## src/rtl/fetch_pkg.sv

```systemverilog
// Shared types and constants for the instruction fetch path.
//   fetch_state_e : sequencer states
//   fetch_entry_t : one buffered fetch result {pc, instr}
//   PcStep        : byte increment between sequential fetches
package fetch_pkg;

    localparam int unsigned FetchBits = 32;

    localparam logic [FetchBits-1:0] PcStep = 32'd4;

    typedef enum logic [1:0] {
        IDLE = 2'd0,
        RUN  = 2'd1,
        HOLD = 2'd2
    } fetch_state_e;

    typedef struct packed {
        logic [FetchBits-1:0] pc;
        logic [FetchBits-1:0] instr;
    } fetch_entry_t;

endpackage

```

## src/rtl/fetch_fifo.sv

```systemverilog
// Small synchronous FIFO holding fetched instructions until decode takes them.
// The head entry is read straight from storage, so downstream sees registered data.
// Ports:
//   clk_i, rst_i  : clock, synchronous active-high reset (clears storage too)
//   push_i/data_i : write one entry; caller guarantees there is room
//   pop_i         : retire the head entry (ignored when empty)
//   flush_i       : drop all entries; wins over push and pop in the same cycle
//   head_o        : entry at the head
//   count_o       : number of valid entries (0..Depth)
//   full_o/empty_o: occupancy flags
module fetch_fifo #(
    parameter int unsigned Depth   = 2,
    parameter type         entry_t = logic [63:0]
) (
    input  logic                   clk_i,
    input  logic                   rst_i,
    input  logic                   push_i,
    input  entry_t                 data_i,
    input  logic                   pop_i,
    input  logic                   flush_i,
    output entry_t                 head_o,
    output logic [$clog2(Depth):0] count_o,
    output logic                   full_o,
    output logic                   empty_o
);

    localparam int unsigned PtrBits = $clog2(Depth);
    localparam int unsigned CntBits = PtrBits + 1;

    entry_t               r_mem [Depth];
    logic [PtrBits-1:0]   r_wr_ptr;
    logic [PtrBits-1:0]   r_rd_ptr;
    logic [CntBits-1:0]   r_count;
    logic                 w_do_pop;

    assign empty_o  = (r_count == '0);
    assign full_o   = (r_count == CntBits'(Depth));
    assign count_o  = r_count;
    assign head_o   = r_mem[r_rd_ptr];
    assign w_do_pop = pop_i & ~empty_o;

    // Depth is a power of two, so the pointers wrap by plain overflow.
    always_ff @(posedge clk_i) begin
        if (rst_i) begin
            r_wr_ptr <= '0;
            r_rd_ptr <= '0;
            r_count  <= '0;
            for (int i = 0; i < int'(Depth); i++) begin
                r_mem[i] <= '0;
            end
        end else if (flush_i) begin
            r_wr_ptr <= '0;
            r_rd_ptr <= '0;
            r_count  <= '0;
        end else begin
            if (push_i) begin
                r_mem[r_wr_ptr] <= data_i;
                r_wr_ptr        <= r_wr_ptr + PtrBits'(1);
            end
            if (w_do_pop) begin
                r_rd_ptr <= r_rd_ptr + PtrBits'(1);
            end
            r_count <= r_count + CntBits'(push_i) - CntBits'(w_do_pop);
        end
    end

endmodule

```

## src/rtl/instr_fetch_ctrl.sv

```systemverilog
// Fetch sequencer: owns the fetch PC, issues word-addressed reads to a memory
// with one-cycle registered read latency, buffers {pc, instr} in fetch_fifo and
// hands entries to decode over valid/ready. Redirects flush the buffer and kill
// any response still in flight.
// Ports:
//   clk_i, rst_i         : clock, synchronous active-high reset
//   fetch_en_i           : allow new memory requests
//   redirect_i/_pc_i     : branch/jump target (byte address, low bits ignored)
//   mem_req_o/mem_addr_o : read request and word address
//   mem_rdata_i          : read data, valid the cycle after a request
//   valid_o/ready_i      : handshake to decode
//   instr_o/pc_o         : FIFO head entry
//
// state | meaning
// IDLE  | no requests; waits for fetch_en_i
// RUN   | issues one request per cycle while credit is available
// HOLD  | credit exhausted; returns to RUN once a slot frees
module instr_fetch_ctrl
    import fetch_pkg::*;
#(
    parameter int unsigned         RegBits = FetchBits,
    parameter logic [RegBits-1:0]  ResetPc = '0,
    parameter int unsigned         Depth   = 2
) (
    input  logic               clk_i,
    input  logic               rst_i,
    input  logic               fetch_en_i,
    input  logic               redirect_i,
    input  logic [RegBits-1:0] redirect_pc_i,
    output logic               mem_req_o,
    output logic [RegBits-1:0] mem_addr_o,
    input  logic [RegBits-1:0] mem_rdata_i,
    output logic               valid_o,
    input  logic               ready_i,
    output logic [RegBits-1:0] instr_o,
    output logic [RegBits-1:0] pc_o
);

    localparam int unsigned CntBits = $clog2(Depth) + 1;
    localparam int unsigned CrdBits = CntBits + 1;

    fetch_state_e         r_state;
    fetch_state_e         w_state_nxt;
    logic [RegBits-1:0]   r_pc;
    logic [RegBits-1:0]   r_req_pc;
    logic                 r_inflight;
    logic                 r_req_epoch;
    logic                 r_epoch;

    logic [CntBits-1:0]   w_count;
    logic                 w_full;
    logic                 w_empty;
    fetch_entry_t         w_head;
    fetch_entry_t         w_push_entry;
    logic                 w_valid;
    logic                 w_pop;
    logic                 w_push;
    logic                 w_epoch_nxt;
    logic [CrdBits-1:0]   w_used;
    logic                 w_credit;

    // Redirect owns the cycle: nothing is presented, so nothing is consumed.
    assign w_valid = ~w_empty & ~redirect_i;
    assign w_pop   = w_valid & ready_i;

    // Slots already promised = stored entries + the response on its way back,
    // minus the one decode takes this cycle.
    assign w_used   = CrdBits'(w_count) + CrdBits'(r_inflight) - CrdBits'(w_pop);
    assign w_credit = (w_used < CrdBits'(Depth));

    // A response is kept only if its epoch matches the epoch after this edge,
    // so a redirect in the response cycle kills it.
    assign w_epoch_nxt = r_epoch ^ redirect_i;
    assign w_push      = r_inflight & (r_req_epoch == w_epoch_nxt) & (~w_full | w_pop);

    assign w_push_entry.pc    = r_req_pc;
    assign w_push_entry.instr = mem_rdata_i;

    fetch_fifo #(
        .Depth   (Depth),
        .entry_t (fetch_entry_t)
    ) u_fifo (
        .clk_i   (clk_i),
        .rst_i   (rst_i),
        .push_i  (w_push),
        .data_i  (w_push_entry),
        .pop_i   (w_pop),
        .flush_i (redirect_i),
        .head_o  (w_head),
        .count_o (w_count),
        .full_o  (w_full),
        .empty_o (w_empty)
    );

    always_ff @(posedge clk_i) begin
        if (rst_i) begin
            r_state <= IDLE;
        end else begin
            r_state <= w_state_nxt;
        end
    end

    // A redirect empties the buffer, so an active fetcher goes straight to RUN
    // and requests the target on the next cycle.
    always_comb begin
        w_state_nxt = r_state;
        if (!fetch_en_i) begin
            w_state_nxt = IDLE;
        end else if (r_state == IDLE || redirect_i) begin
            w_state_nxt = RUN;
        end else begin
            case (r_state)
                RUN:     if (!w_credit) w_state_nxt = HOLD;
                HOLD:    if (w_credit)  w_state_nxt = RUN;
                default: w_state_nxt = IDLE;
            endcase
        end
    end

    always_comb begin
        mem_req_o = (r_state == RUN) & fetch_en_i & ~redirect_i & w_credit;
        valid_o   = w_valid;
    end

    assign mem_addr_o = {2'b00, r_pc[RegBits-1:2]};
    assign instr_o    = w_head.instr;
    assign pc_o       = w_head.pc;

    always_ff @(posedge clk_i) begin
        if (rst_i) begin
            r_pc        <= ResetPc;
            r_req_pc    <= '0;
            r_inflight  <= 1'b0;
            r_req_epoch <= 1'b0;
            r_epoch     <= 1'b0;
        end else begin
            r_epoch    <= w_epoch_nxt;
            r_inflight <= mem_req_o;
            if (mem_req_o) begin
                r_req_pc    <= r_pc;
                r_req_epoch <= w_epoch_nxt;
            end
            if (redirect_i) begin
                r_pc <= {redirect_pc_i[RegBits-1:2], 2'b00};
            end else if (mem_req_o) begin
                r_pc <= r_pc + RegBits'(PcStep);
            end
        end
    end

endmodule

```

## config.mk

```make
export PLATFORM = sky130hd
export DESIGN_NAME = instr_fetch_ctrl
export DESIGN_NICKNAME = d
export VERILOG_FILES = /design/src/rtl/fetch_pkg.sv /design/src/rtl/fetch_fifo.sv /design/src/rtl/instr_fetch_ctrl.sv
export SDC_FILE = /design/constraint.sdc
export NUM_CORES = 1
export LEC_CHECK = 0
export ABC_AREA = 1
export CORE_UTILIZATION = 54
export CTS_BUF_LIST = sky130_fd_sc_hd__clkbuf_4 sky130_fd_sc_hd__clkbuf_8
export DETAILED_ROUTE_END_ITERATION = 16
export PLACE_DENSITY = 0.81
export SLEW_MARGIN = 20
export SYNTH_ARGS = -nofsm -noshare
export SYNTH_HDL_FRONTEND = slang
export SYNTH_SLANG_ARGS = --single-unit
```

## constraint.sdc

```tcl
create_clock -name clk_i -period 4 [get_ports clk_i]
set_input_delay 0.6 -clock clk_i [delete_from_list [all_inputs] [get_ports clk_i]]
set_output_delay 0.6 -clock clk_i [all_outputs]
set_load 0.01 [all_outputs]
```

Word level (Yosys, flattened, before mapping)
Memory sizes are Yosys's and may differ from the RTL's. A register that Yosys moved wholly into a read port is not among the register bits.
Cells that the tools add are included.
{ "totals": {"reg_bits": 73, "mem_bits_rw": 128, "in_bits": 69, "out_inout_bits": 98, "wordCells": 69, "memories": 1} }
{ "memory_table": {"columns": ["memory", "words", "word_bits", "rd", "rd_ports_with_merged_regs", "write_ports", "line", "rtl"], "rows": [
  ["u_fifo.r_mem", 2, 64, 1, 1, 2, "fetch_fifo.sv:30", "entry_t r_mem [Depth];"]
]} }
{ "classes": {"n_addsub": 7, "order_cmp": 1, "n_eq_ne": 8, "muxes": 17, "bitwise": 14, "reduce_logical": 10} }
{ "op_table": {"columns": ["cell", "count"], "rows": [
  ["$mux 32", 2],
  ["$mux 64", 1],
  ["$reduce_or 64->1", 1],
  ["$add 32x3->32 const B", 1],
  ["$mux 1", 11],
  ["$and 1x1->1", 8],
  ["$ne 3x3->1 const B", 2],
  ["$eq 2x2->1 const B", 2],
  ["$logic_not 2->1", 2],
  ["$mux 2", 2],
  ["$ne 2x2->1 const B", 2],
  ["$not 1->1", 4],
  ["$pmux 2 s2", 1],
  ["$reduce_and 2->1", 2],
  ["$reduce_or 2->1", 2],
  ["$add 2x1->3", 1],
  ["$lt 3x2->1 const B", 1],
  ["$reduce_or 3->1", 1],
  ["$sub 3x1->3", 1],
  ["$add 1x1->1 const B", 2],
  ["$add 2x1->2", 1],
  ["$eq 2x1->1 const B", 1],
  ["$reduce_bool 2->1", 1],
  ["$sub 2x1->2", 1],
  ["4 further kinds", 4]
]} }

Longest topological paths before layout
{ "logic_depth": {"ltp_word": 12, "ltp_mapped": 19, "mapped_depth_nobuf": 18} }

Cells and area by module
A second synthesis with hierarchy kept.
{ "hier_totals": {"hier_cells": 991, "area_unflattened_um2": 9283.9} }
{ "modules_own_cells": {"columns": ["module", "instances", "cells_each", "area_per_inst_um2"], "rows": [
  ["fetch_fifo", 1, 444, 5729.2],
  ["instr_fetch_ctrl", 1, 547, 3554.7]
]} }

Least setup slack after synthesis
Ideal clock, no wire load.
{ "synth_path": {"path_type": "in2reg", "startpoint": "input port redirect_i", "endpoint": "memory u_fifo.r_mem[1][0] in the netlist's numbering (enable)", "t_arrival_ps": 2915, "required_ps": 3578, "setup_slack_ps": 664, "path_stages": 7, "path_buffers": 2, "path_cell_list": "buf_6 -> xnor2_4 -> o21ai_1 -> a21oi_2 -> nand4_4 -> buf_6 -> nand2_1"} }
{ "synth_lines": {"columns": ["item", "line", "rtl"], "rows": [
  ["start: declaration", "instr_fetch_ctrl.sv:28", "input logic redirect_i,"],
  ["end: declaration", "fetch_fifo.sv:30", null]
]} }

Final worst setup path
{ "layout_path": {"startpoint": "register u_fifo.r_count[1] (netlist: u_fifo.count_o[1])", "endpoint": "output port mem_req_o"} }
{ "layout_via": {"elab_chain_len": 7, "word_cells_on_any_way": 8, "cone_classes": "2 x add/sub; 1 x order compare; 4 x bitwise; 1 x reduce/logical"} }
{ "layout_rtl": {"columns": ["item", "line", "rtl"], "rows": [
  ["start: declaration", "fetch_fifo.sv:33", "logic [CntBits-1:0] r_count;"],
  ["start signal: assignment", "fetch_fifo.sv:63", "r_count <= r_count + CntBits'(push_i) - CntBits'(w_do_pop);"],
  ["$logic_not 2->1", "fetch_fifo.sv:36", "assign empty_o = (r_count == '0);"],
  ["$not 1->1", "instr_fetch_ctrl.sv:63", "assign w_valid = ~w_empty & ~redirect_i;"],
  ["$and 1x1->1", "instr_fetch_ctrl.sv:63", null],
  ["$and 1x1->1", "instr_fetch_ctrl.sv:64", "assign w_pop = w_valid & ready_i;"],
  ["$sub 3x1->3 *", "instr_fetch_ctrl.sv:68", "assign w_used = CrdBits'(w_count) + CrdBits'(r_inflight) - CrdBits'(w_pop);"],
  ["$lt 3x2->1 *", "instr_fetch_ctrl.sv:69", "assign w_credit = (w_used < CrdBits'(Depth));"],
  ["$and 1x1->1 *", "instr_fetch_ctrl.sv:121", "mem_req_o = (r_state == RUN) & fetch_en_i & ~redirect_i & w_credit;"],
  ["end: declaration", "instr_fetch_ctrl.sv:30", "output logic mem_req_o,"]
]} }
Every way passes the cells marked *; elsewhere a longest branch is shown, timed or not.

==> key figures <==
Timing
  – Min Tclk post-route: 3.771 ns
  – Endpoints failing hold: 0
  – Setup TNS: 0 ns
  – Final Cycle Share: between 90 and 100%
  – Worst slew pin tran: 0.9649 ns
  – Worst slew margin: between 30% and 40%
  – Unrepaired setup endpoints after global routing: false
  – Clk_skew: roughly 0.013 ns
  – Slack of the critical path: ~0.23 ns
  – Fin. max-slew vios: 0
  – Setup violators final: 0
  – Hold WS: around 0.49 ns
  – Achievable clock frequency: 265.2 MHz

Route
  – First-pass iteration count of the detailed router: 6
  – DRC viols: 0
  – Final ANT Viol Nets: 0
  – DR iter-0 viols: ~410
  – Vias: 6788
  – Post-Route WL: 19320 um
  – Avg Vias per Cell: around 5.1
  – Avg WL per Cell: between 10 and 15 um

Floorplan
  – Chip height: between 100 and 150 um
  – Die area: 17250 um^2
  – Starting Density: 56.06%
  – Chip Width: approximately 130 um
  – Core region area: 16120 um^2
  – Row cnt: 46
  – IO Pins: between 150 and 200

Yosys
  – Netlist Area Pre-Place: 9034 um^2
  – Post-Synth XOR/XNOR Area: less than 1%
  – Synth unique cells: 36
  – Adder-cell area share of the yosys netlist: less than 1%
  – Post-synthesis mux area share: between 7 and 8%
  – Post-synth EDFFs: about 120
  – Largest family of logic cells by synthesized area: simple AND/OR/NAND/NOR gates
  – Seq cells post-synth: approximately 190
  – Post-synthesis area per instance: about 9.4 um^2
  – Primary FF master, synth: edfxtp_1
  – Seq/Total Area, Yosys: a little under three fifths
  – Synth Area in Simple Gates: 19.60%
  – Synth async-reset ratio: 0%
  – Post-Syn Instances: 959
  – Compound-Gate Fraction of Synth Area: ~5.9%
  – Yosys synthesis warning count: 0

CTS
  – CTS tree: built
  – Num CTS Buffers: 17
  – Post-CTS sizing: 0
  – CTS clk-pin slew, worst paths: about 0.09 ns
  – Root Buffer Master: clkbuf_8
  – # hold bufs at CTS: 0
  – Clock buffer depth: 2
  – # clock sinks: 194
  – CTS HTree Levels: 4
  – Clk_lat worst skew: about 0.47 ns
  – Post-CTS Repair Setup Buffers: 0

Setup path
  – Arrival time at the worst endpoint: between 3 and 4 ns
  – Endpoint class of the critical path: output port
  – CP max FO: 6
  – Crit-path cells: inv_2 > a21oi_2 > nand2_1 > inv_1 > ha_1 > inv_1 > nand2_1 > fa_1 > nand3_1 > nor2_4 > clkdlybuf4s50_1
  – Crit path max-delay family: buffers and inverters
  – Crit path kind: flip-flop to output port
  – Crit-path slowest cell: clkdlybuf4s50_1
  – Req. time, crit path: ~3.4 ns
  – Worst setup SP type: flip-flop
  – CP bufs+invs: 4
  – Max incr delay on CP: 0.56 ns

Global route
  – Largest net degree at the start of global routing: 64
  – GRT Overall Usage: a little under a quarter
  – Vias in the first global route: ~6400
  – First-pass GRT wire length: 31440 um
  – Gr ovfl total: 0
  – Antenna violations before repair: 0

Cells and area
  – Fin area: about 11000 um^2
  – Area Growth Syn to Fin: 24.25%
  – Layout cells sized above 1: 14.39%
  – # diodes: 0
  – Nets: 1180
  – Cell Count, Final, Fillers Out: ~1300

Power and ir drop
  – P per Cell Area: 357.1 nW/um^2
  – Max rail drop VDD: ~0.23 mV
  – Lkg Pwr: between 0.004 and 0.005 uW

Placement
  – Post-DP HPWL: about 13000 um
  – GP Congestion: around 0.91
  – Buffers on Ports: 160
  – Post-Place Setup Slack: about 0.28 ns
  – Placed instance area: roughly 11000 um^2
  – Inst Count DP: about 1300

Status
  – Status: completed

Job
  – Maxcap violations: 0

Worst hold path
  – Hold WC Path Type: flip-flop to flip-flop
synth_stat cells, drive strengths merged (4+ instances only):
master	number	area, um^2
nor2	191	827.1
nand2	165	619.3
inv	128	480.5
edfxtp	124	3724
dfxtp	70	1401
mux2	62	698.2
a21oi	49	252.8
nand3	48	250.2
o21ai	42	210.2
buf	31	210.2
clkbuf	15	56.30
a31oi	6	37.54
ha	4	50.05
nor3	4	20.02
xnor2	4	53.81
xor2	4	35.03
state kept, by name, summed over array words and instances, names as in the netlist, named ones only:
signal           count
r_epoch              1
r_inflight           1
r_pc                30
r_req_epoch          1
r_req_pc            30
r_state              2
u_fifo.count_o       2
u_fifo.r_mem       124
u_fifo.r_rd_ptr      1
u_fifo.r_wr_ptr      1
cells in the final DEF (no fill, tap or decap), drive strengths merged, types with 4 or more instances in the layout:
master	n
nor2	191
nand2	165
clkdlybuf4s50	160
inv	130
edfxtp	124
dfxtp	70
mux2	62
a21oi	49
nand3	48
o21ai	42
clkbuf	20
buf	11
a31oi	6
clkinv	6
xor2	4
nor3	4
ha	4
conb	4
bufinv	4
xnor2	4
cells by family (layout without fill, tap and decap cells):
kind of cell / Yosys count / after routing
simple gates: 414 / 414
flops: 194 / 194
buf+inv: 174 / 331
compound gates: 101 / 101
mux: 62 / 62
xor+xnor: 8 / 8
fa+ha+maj: 5 / 5
other cells: 1 / 4
tightest hold or removal path, cell delays in order (launching register included):
cell     delay (ns)
dfxtp_1        0.31
inv_1          0.08
a21oi_1        0.06
metal layers:
metal	track usage [%]	share of wire, %
met1	30.78	46
met4	7.946	1.6
met2	38.00	47
met5	0	0
met3	3.819	5.9
where the power goes:
| group | total, uW | leakage (uW) | switching, uW | internal, uW |
|---|---|---|---|---|
| combinational | 375 | 0.00222 | 186 | 190 |
| clock | 1390 | 0.000228 | 676 | 715 |
| sequential | 2240 | 0.00185 | 48.2 | 2190 |
layout make-up:
type	count	area, um^2
Clock buffer	20	262.8
Clock inverter	12	180.2
Fill cell	1248	4891
Inverter	128	480.5
Multi-Input combinational cell	594	3183
Sequential cell	194	5126
Tap cell	216	270.3
Timing Repair Buffer	171	1722
metrics by stage:
stage / total power [uW] / util (%)
CTS: 4024 / 69.65
floorplan: 2460 / -
finish: 4009 / 69.65
global placement: 2652 / 66.90
detailed placement: 2660 / 66.90
global route: 4132 / 69.65
final timing paths:
path                            depth (start not counted)  slack [ns]               from           end
worst max-delay path                                   11        0.23  u_fifo.count_o[1]     mem_req_o
worst min-delay path                                    2        0.49       r_req_pc[28]  r_req_pc[28]
worst max register to register                         17        0.88  u_fifo.count_o[1]      r_pc[19]
worst min register to register                          2        0.49       r_req_pc[28]  r_req_pc[28]
Note: power is estimated with default switching activity, not from simulation.
